===== config.mk =====
export PLATFORM = sky130hd
export DESIGN_NAME = inbuf_arbiter
export DESIGN_NICKNAME = d
export VERILOG_FILES = /design/src/rtl/inbuf_arbiter.sv
export SDC_FILE = /design/constraint.sdc
export NUM_CORES = 1
export LEC_CHECK = 0
export ABC_AREA = 0
export BUFFER_PORTS_ARGS = -buffer_cell sky130_fd_sc_hd__buf_2
export CAP_MARGIN = 20
export CORE_MARGIN = 2
export CORE_UTILIZATION = 29
export DETAILED_ROUTE_END_ITERATION = 8
export PLACE_DENSITY = 0.48
export SKIP_CTS_REPAIR_TIMING = 1
export SYNTH_ARGS = -nofsm -noshare
export SYNTH_HDL_FRONTEND = slang
export SYNTH_SLANG_ARGS = --single-unit
export TNS_END_PERCENT = 50

===== constraint.sdc =====
create_clock -name iClk -period 2.55 [get_ports iClk]
set_input_delay 0.1275 -clock iClk [delete_from_list [all_inputs] [get_ports iClk]]
set_output_delay 0.1275 -clock iClk [all_outputs]
set_load 0.01 [all_outputs]

===== src/rtl/inbuf_arbiter.sv =====
// Frame-ROM read arbiter: single-beat LCD fetch port (0) shares the ROM
// with a burst line-buffer fill port (1). Port 0 wins arbitration unless a
// pending port-1 beat has lost STARVE_MAX consecutive cycles. Read data is
// routed back through a latency-matched tag pipeline.
module inbuf_arbiter #(
  parameter int ADDR_W     = 17,
  parameter int DATA_W     = 24,
  parameter int DEPTH      = 76800,
  parameter int RD_LAT     = 1,
  parameter int STARVE_MAX = 8,
  parameter int LEN_W      = 9
) (
  input  logic              iClk,
  input  logic              iRstButton,
  input  logic              iReq0,
  input  logic [ADDR_W-1:0] iAddr0,
  output logic              oGnt0,
  output logic              oRdValid0,
  output logic [DATA_W-1:0] oRdData0,
  input  logic              iReq1,
  input  logic [ADDR_W-1:0] iBase1,
  input  logic [LEN_W-1:0]  iLen1,
  output logic              oAck1,
  output logic              oRdValid1,
  output logic [DATA_W-1:0] oRdData1,
  output logic              oDone1,
  output logic              oCs,
  output logic [ADDR_W-1:0] oAddr,
  input  logic [DATA_W-1:0] iRomData
);

  localparam int SW = $clog2(STARVE_MAX + 1);
  localparam logic [ADDR_W-1:0] LAST_ADDR = ADDR_W'(DEPTH - 1);

  typedef enum logic [1:0] {IDLE, BURST, DRAIN} state_t;

  state_t            r_state;
  state_t            w_next;
  logic [ADDR_W-1:0] r_ptr;
  logic [LEN_W-1:0]  r_cnt;
  logic [SW-1:0]     r_starve;
  logic              r_zlen;
  logic              r_done;
  logic [RD_LAT-1:0] r_pv;
  logic [RD_LAT-1:0] r_pp;
  logic [RD_LAT-1:0] r_pl;
  logic [DATA_W-1:0] r_hold0;
  logic [DATA_W-1:0] r_hold1;

  logic              w_pend1;
  logic              w_starved;
  logic              w_issue0;
  logic              w_issue1;
  logic              w_accept;
  logic              w_last1;
  logic              w_drain_exit;
  logic [RD_LAT:0]   w_pv_sh;
  logic [RD_LAT:0]   w_pp_sh;
  logic [RD_LAT:0]   w_pl_sh;
  logic              w_v0;
  logic              w_v1;

  // Per-cycle arbitration between the two ports and burst acceptance
  always_comb begin
    w_pend1   = (r_state == BURST);
    w_starved = (r_starve >= SW'(STARVE_MAX));
    w_issue0  = ~iRstButton & iReq0 & (~w_pend1 | ~w_starved);
    w_issue1  = ~iRstButton & w_pend1 & ~w_issue0;
    w_accept  = ~iRstButton & (r_state == IDLE) & iReq1;
    w_last1   = w_issue1 & (r_cnt == LEN_W'(1));
  end

  // Return tag pipeline: new tag enters at bit 0, the top bit of each
  // shifted vector is the tag whose ROM data is on iRomData this cycle
  always_comb begin
    w_pv_sh      = {r_pv, w_issue0 | w_issue1};
    w_pp_sh      = {r_pp, w_issue1};
    w_pl_sh      = {r_pl, w_last1};
    w_v0         = w_pv_sh[RD_LAT] & ~w_pp_sh[RD_LAT];
    w_v1         = w_pv_sh[RD_LAT] & w_pp_sh[RD_LAT];
    w_drain_exit = (r_state == DRAIN) &
                   (r_zlen | (w_v1 & w_pl_sh[RD_LAT]));
  end

  // Tag pipeline advance; reset discards everything in flight
  always_ff @(posedge iClk) begin
    if (iRstButton) begin
      r_pv <= '0;
      r_pp <= '0;
      r_pl <= '0;
    end else begin
      r_pv <= w_pv_sh[RD_LAT-1:0];
      r_pp <= w_pp_sh[RD_LAT-1:0];
      r_pl <= w_pl_sh[RD_LAT-1:0];
    end
  end

  // Read data hold registers so outputs keep their last returned value
  always_ff @(posedge iClk) begin
    if (iRstButton) begin
      r_hold0 <= '0;
      r_hold1 <= '0;
    end else begin
      if (w_v0) r_hold0 <= iRomData;
      if (w_v1) r_hold1 <= iRomData;
    end
  end

  // Burst pointer, remaining count, starvation counter and done pulse
  always_ff @(posedge iClk) begin
    if (iRstButton) begin
      r_ptr    <= '0;
      r_cnt    <= '0;
      r_starve <= '0;
      r_zlen   <= 1'b0;
      r_done   <= 1'b0;
    end else begin
      if (w_accept) begin
        r_ptr  <= iBase1;
        r_cnt  <= iLen1;
        r_zlen <= (iLen1 == '0);
      end else if (w_issue1) begin
        r_ptr <= (r_ptr == LAST_ADDR) ? '0 : r_ptr + 1'b1;
        r_cnt <= r_cnt - 1'b1;
      end
      if ((r_state == IDLE) || w_issue1) begin
        r_starve <= '0;
      end else if (w_pend1 && w_issue0) begin
        r_starve <= r_starve + 1'b1;
      end
      r_done <= w_drain_exit;
    end
  end

  // FSM state register
  always_ff @(posedge iClk) begin
    if (iRstButton) r_state <= IDLE;
    else            r_state <= w_next;
  end

  // FSM next-state logic
  always_comb begin
    w_next = r_state;
    case (r_state)
      IDLE:    if (w_accept) w_next = (iLen1 == '0) ? DRAIN : BURST;
      BURST:   if (w_last1) w_next = DRAIN;
      DRAIN:   if (w_drain_exit) w_next = IDLE;
      default: w_next = IDLE;
    endcase
  end

  // Output decode
  always_comb begin
    oCs       = w_issue0 | w_issue1;
    oGnt0     = w_issue0;
    oAddr     = w_issue0 ? iAddr0 : (w_issue1 ? r_ptr : '0);
    oAck1     = w_accept;
    oDone1    = r_done;
    oRdValid0 = w_v0;
    oRdValid1 = w_v1;
    oRdData0  = w_v0 ? iRomData : r_hold0;
    oRdData1  = w_v1 ? iRomData : r_hold1;
  end

endmodule


==> results.md <==
* Status: completed
* Static Leak at 2.32 nW
* Total buffers and inverters traversed by the critical path at 3
* Total number of placement rows at 43
* R2r worst-path depth at 6
* Post-Place Cells at 771
* Number of placed I/O pins at 142
* Highest cell delay on the worst timing path at 0.42 ns
* PortBufs at 141
* H-tree depth reported by CTS at 3
* Fraction of the mapped netlist area in adder cells at 1.50%
* Core area at 13900 um^2
* Worst setup SP type: flip-flop
* Most instantiated flip-flop cell in the synthesis netlist: sky130_fd_sc_hd__dfxtp_1
* Share of final-layout standard cells stronger than drive strength 1 at 37.1%
* Largest family of logic cells by synthesized area: simple AND/OR/NAND/NOR gates
* Largest net degree at the start of global routing at 59
* DRC at 0
* Inserted Clock Buffers at 9
* Number of pins exceeding their max-slew limit in the final report at 0
* Die Span Y at 124 um
* Post-synth EDFFs at 0
* Sequential-to-total area share from yosys stat at 40.9%
* Count of different cell masters after synthesis at 52
* Seq cells post-synth at 85
* Number of global-route vias before repair at 3598
* Total power density per cell area at 606 nW/um^2
* TritonCTS clock tree: built
* Post-route cell area at 5310 um^2
* Post-route clock skew at 0.00937 ns
* Count of filler cells inserted in the layout at 1453
* Number of buffers between clock root and the deepest sink at 2
* Async set or reset register ratio after synthesis at 0%
* Setup violation total in the final timing report at 0
* # Max-Cap Violations at 0
* Worst-margin pin slew at 0.642 ns
* Maximum fanout encountered on the critical timing path at 13
* Clock Tree Root: sky130_fd_sc_hd__clkbuf_16
* DIE AREA at 15300 um^2
* Per-instance average area after synthesis at 8.80 um^2
* Pre-Repair DR Iteration Count at 4
* Complex-gate fraction of the synthesized area at 12.7%
* Source of the worst hold timing path: iBase1[4]
* Commonest non-fill, non-tap cell in the layout: sky130_fd_sc_hd__buf_2
* Type of the most critical hold path: input port to flip-flop
* Setup slack on the worst flop-to-flop path at 0.50 ns
* Share of the clock period used by the worst path after layout at 87.8%
* Total congestion overflow at 0
* Clock insertion delay at the later pin of the skew report at 0.34 ns
* Worst Hold Path Cells at 3
* Detailed router's first-iteration violation count at 236
* Routed Antenna Nets at 0
* Maximum clock rate at 0.447 GHz
* Area delta synth->final at 27.6%
* Worst reg2reg path startpoint: r_state[0]
* Clock period minus worst slack at 2.24 ns
* Antenna violations before repair at 0
* Worst path cell trace: nand2b_1 > or3_1 > inv_1 > buf_4 > buf_2
* Endpoint kind of the worst setup timing path: output port
* Yosys warnings at 0
* Number of diodes at 0
* Share of the core filled with cells at 38.1%
* Post-synthesis cell count at 473
* Worst R2R End: r_ptr[7]
* Net count after synthesis at 549
* Fin nets at 678
* Final non-filler cell total at 787
* Mean routed wirelength per cell at 14.8 um
* Data required time of the critical path at 2.42 ns
* Detailed placement HPWL at 8650 um
* GP Congestion at 0.839
* CP Data Arrival Time at 2.11 ns
* Clock-pin slew reported for the worst setup and hold paths after clock tree synthesis at 0.06 ns
* Simple-gate area share of the yosys netlist at 24.9%
* Worst IR Drop VDD at 0.000288 V
* Setup repair after global routing missed its margin: false
* Detailed Route WL at 11700 um
* Accumulated negative setup slack at 0 ns
* Total design power at 0.00322 W
* Horiz. Die Dim at 124 um
* Initial core utilization at 29.9%
* Hold endpoint: r_ptr[4]
* Detail-routed via count per cell at 4.82
* Total via count in the routed design at 3797
* Cell class contributing the biggest share of worst-path delay: buffers and inverters
* Netlist area before placement at 4160 um^2
* Proportion of synthesized area in mux cells at 13.0%
* Clock sink total at 85
* Worst setup path class: flip-flop to output port
* XOR/XNOR share of the synthesized area at 2.52%
* Placed inst area at 5020 um^2
* Total GRT Usage at 15.1%
* Endpoints failing hold at 0
* Tightest slew margin relative to the limit at 56.8%
* Cell with the biggest individual delay on the critical path: sky130_fd_sc_hd__dfxtp_1
* First-pass GRT wire length at 17900 um
* Highest-count cells in the layout ignoring fill and taps: sky130_fd_sc_hd__buf_2, sky130_fd_sc_hd__dfxtp_1, sky130_fd_sc_hd__nand2_1, sky130_fd_sc_hd__nor2b_1, sky130_fd_sc_hd__mux2_2
[metal layers]
metal	track usage (%)	vias to the layer above	share of wire (%)
li1	-	1909	-
met1	19.3	1780	45
met2	25.0	98	48
met3	3.25	10	5.2
met4	5.75	0	1.3
met5	0	-	0
[through the flow]
step           setup slack, ns  hold slack, ns
2_1_floorplan            0.787           0.236
3_3_place_gp             0.561           0.350
3_5_place_dp             0.539           0.352
4_1_cts                  0.294        -0.00370
5_1_grt                  0.208         0.00515
6_report                 0.310          0.0121
[Yosys cell counts, types with 7 or more instances]
library cell,count,area (um^2)
sky130_fd_sc_hd__buf_2,8,40.0
sky130_fd_sc_hd__dfxtp_1,85,1700
sky130_fd_sc_hd__nand4_1,11,68.8
sky130_fd_sc_hd__o21ai_0,26,130
sky130_fd_sc_hd__nand2_1,64,240
sky130_fd_sc_hd__clkbuf_1,19,71.3
sky130_fd_sc_hd__nor2_1,22,82.6
sky130_fd_sc_hd__nor2b_1,50,313
sky130_fd_sc_hd__a21oi_1,16,80.1
sky130_fd_sc_hd__mux2_2,48,541
sky130_fd_sc_hd__a31oi_1,9,56.3
sky130_fd_sc_hd__inv_1,10,37.5
sky130_fd_sc_hd__nand3_1,11,55.1
sky130_fd_sc_hd__xor2_1,9,78.8
sky130_fd_sc_hd__a22oi_1,7,52.6
sky130_fd_sc_hd__nor4_1,10,62.6
[worst register-to-register path, delay by kind of cell (launching register included)]
kind	cells	cell delay (ns)
flops	1	0.42
buf+inv	1	0.37
compound gates	3	0.56
simple gates	2	0.58
[cell families (layout without fill, tap and decap cells)]
family / Yosys count / count (layout)
XOR/XNOR: 12 / 12
flip-flops: 85 / 85
AO/OA/AOI/OAI: 80 / 80
adder cells (fa/ha/maj): 5 / 5
multiplexers: 48 / 48
AND/OR/NAND/NOR: 199 / 199
buffers and inverters: 44 / 178
[how the worst max path moves through the flow]
stage,startpoint,end,slack (ns),depth (start not counted)
6_report,r_state[0],oAck1,0.31,5
5_1_grt,r_state[0],oAck1,0.21,5
4_1_cts,r_state[0],oAck1,0.29,5
3_5_place_dp,r_state[0],r_ptr[4],0.54,6
3_3_place_gp,r_ptr[0],r_ptr[6],0.56,6
2_1_floorplan,r_ptr[0],r_ptr[6],0.79,6
[flip-flops by register name (all words and copies together) (netlist names), 2 cells and up]
| register | count |
|---|---|
| r_cnt | 9 |
| r_hold1 | 24 |
| r_hold0 | 24 |
| r_ptr | 17 |
| r_starve | 4 |
| r_state | 2 |
[where the power goes]
part | switching, W | leakage [nW] | internal, W
combinational | 0.000269 | 1.50 | 0.000239
sequential | 0.0000679 | 0.694 | 0.00140
clock | 0.000532 | 0.135 | 0.000717
total | 0.000868 | 2.32 | 0.00235
[layout make-up]
type	count	area, um^2	area share (%)
Multi-Input combinational cell	344	2280	42.8
Sequential cell	85	1700	32.0
Timing Repair Buffer	151	781	14.7
Clock buffer	12	256	4.83
Tap cell	180	225	4.24
Inverter	11	41.3	0.777
Clock inverter	4	32.5	0.612
No activity file was read; power rests on OpenSTA's default activity.
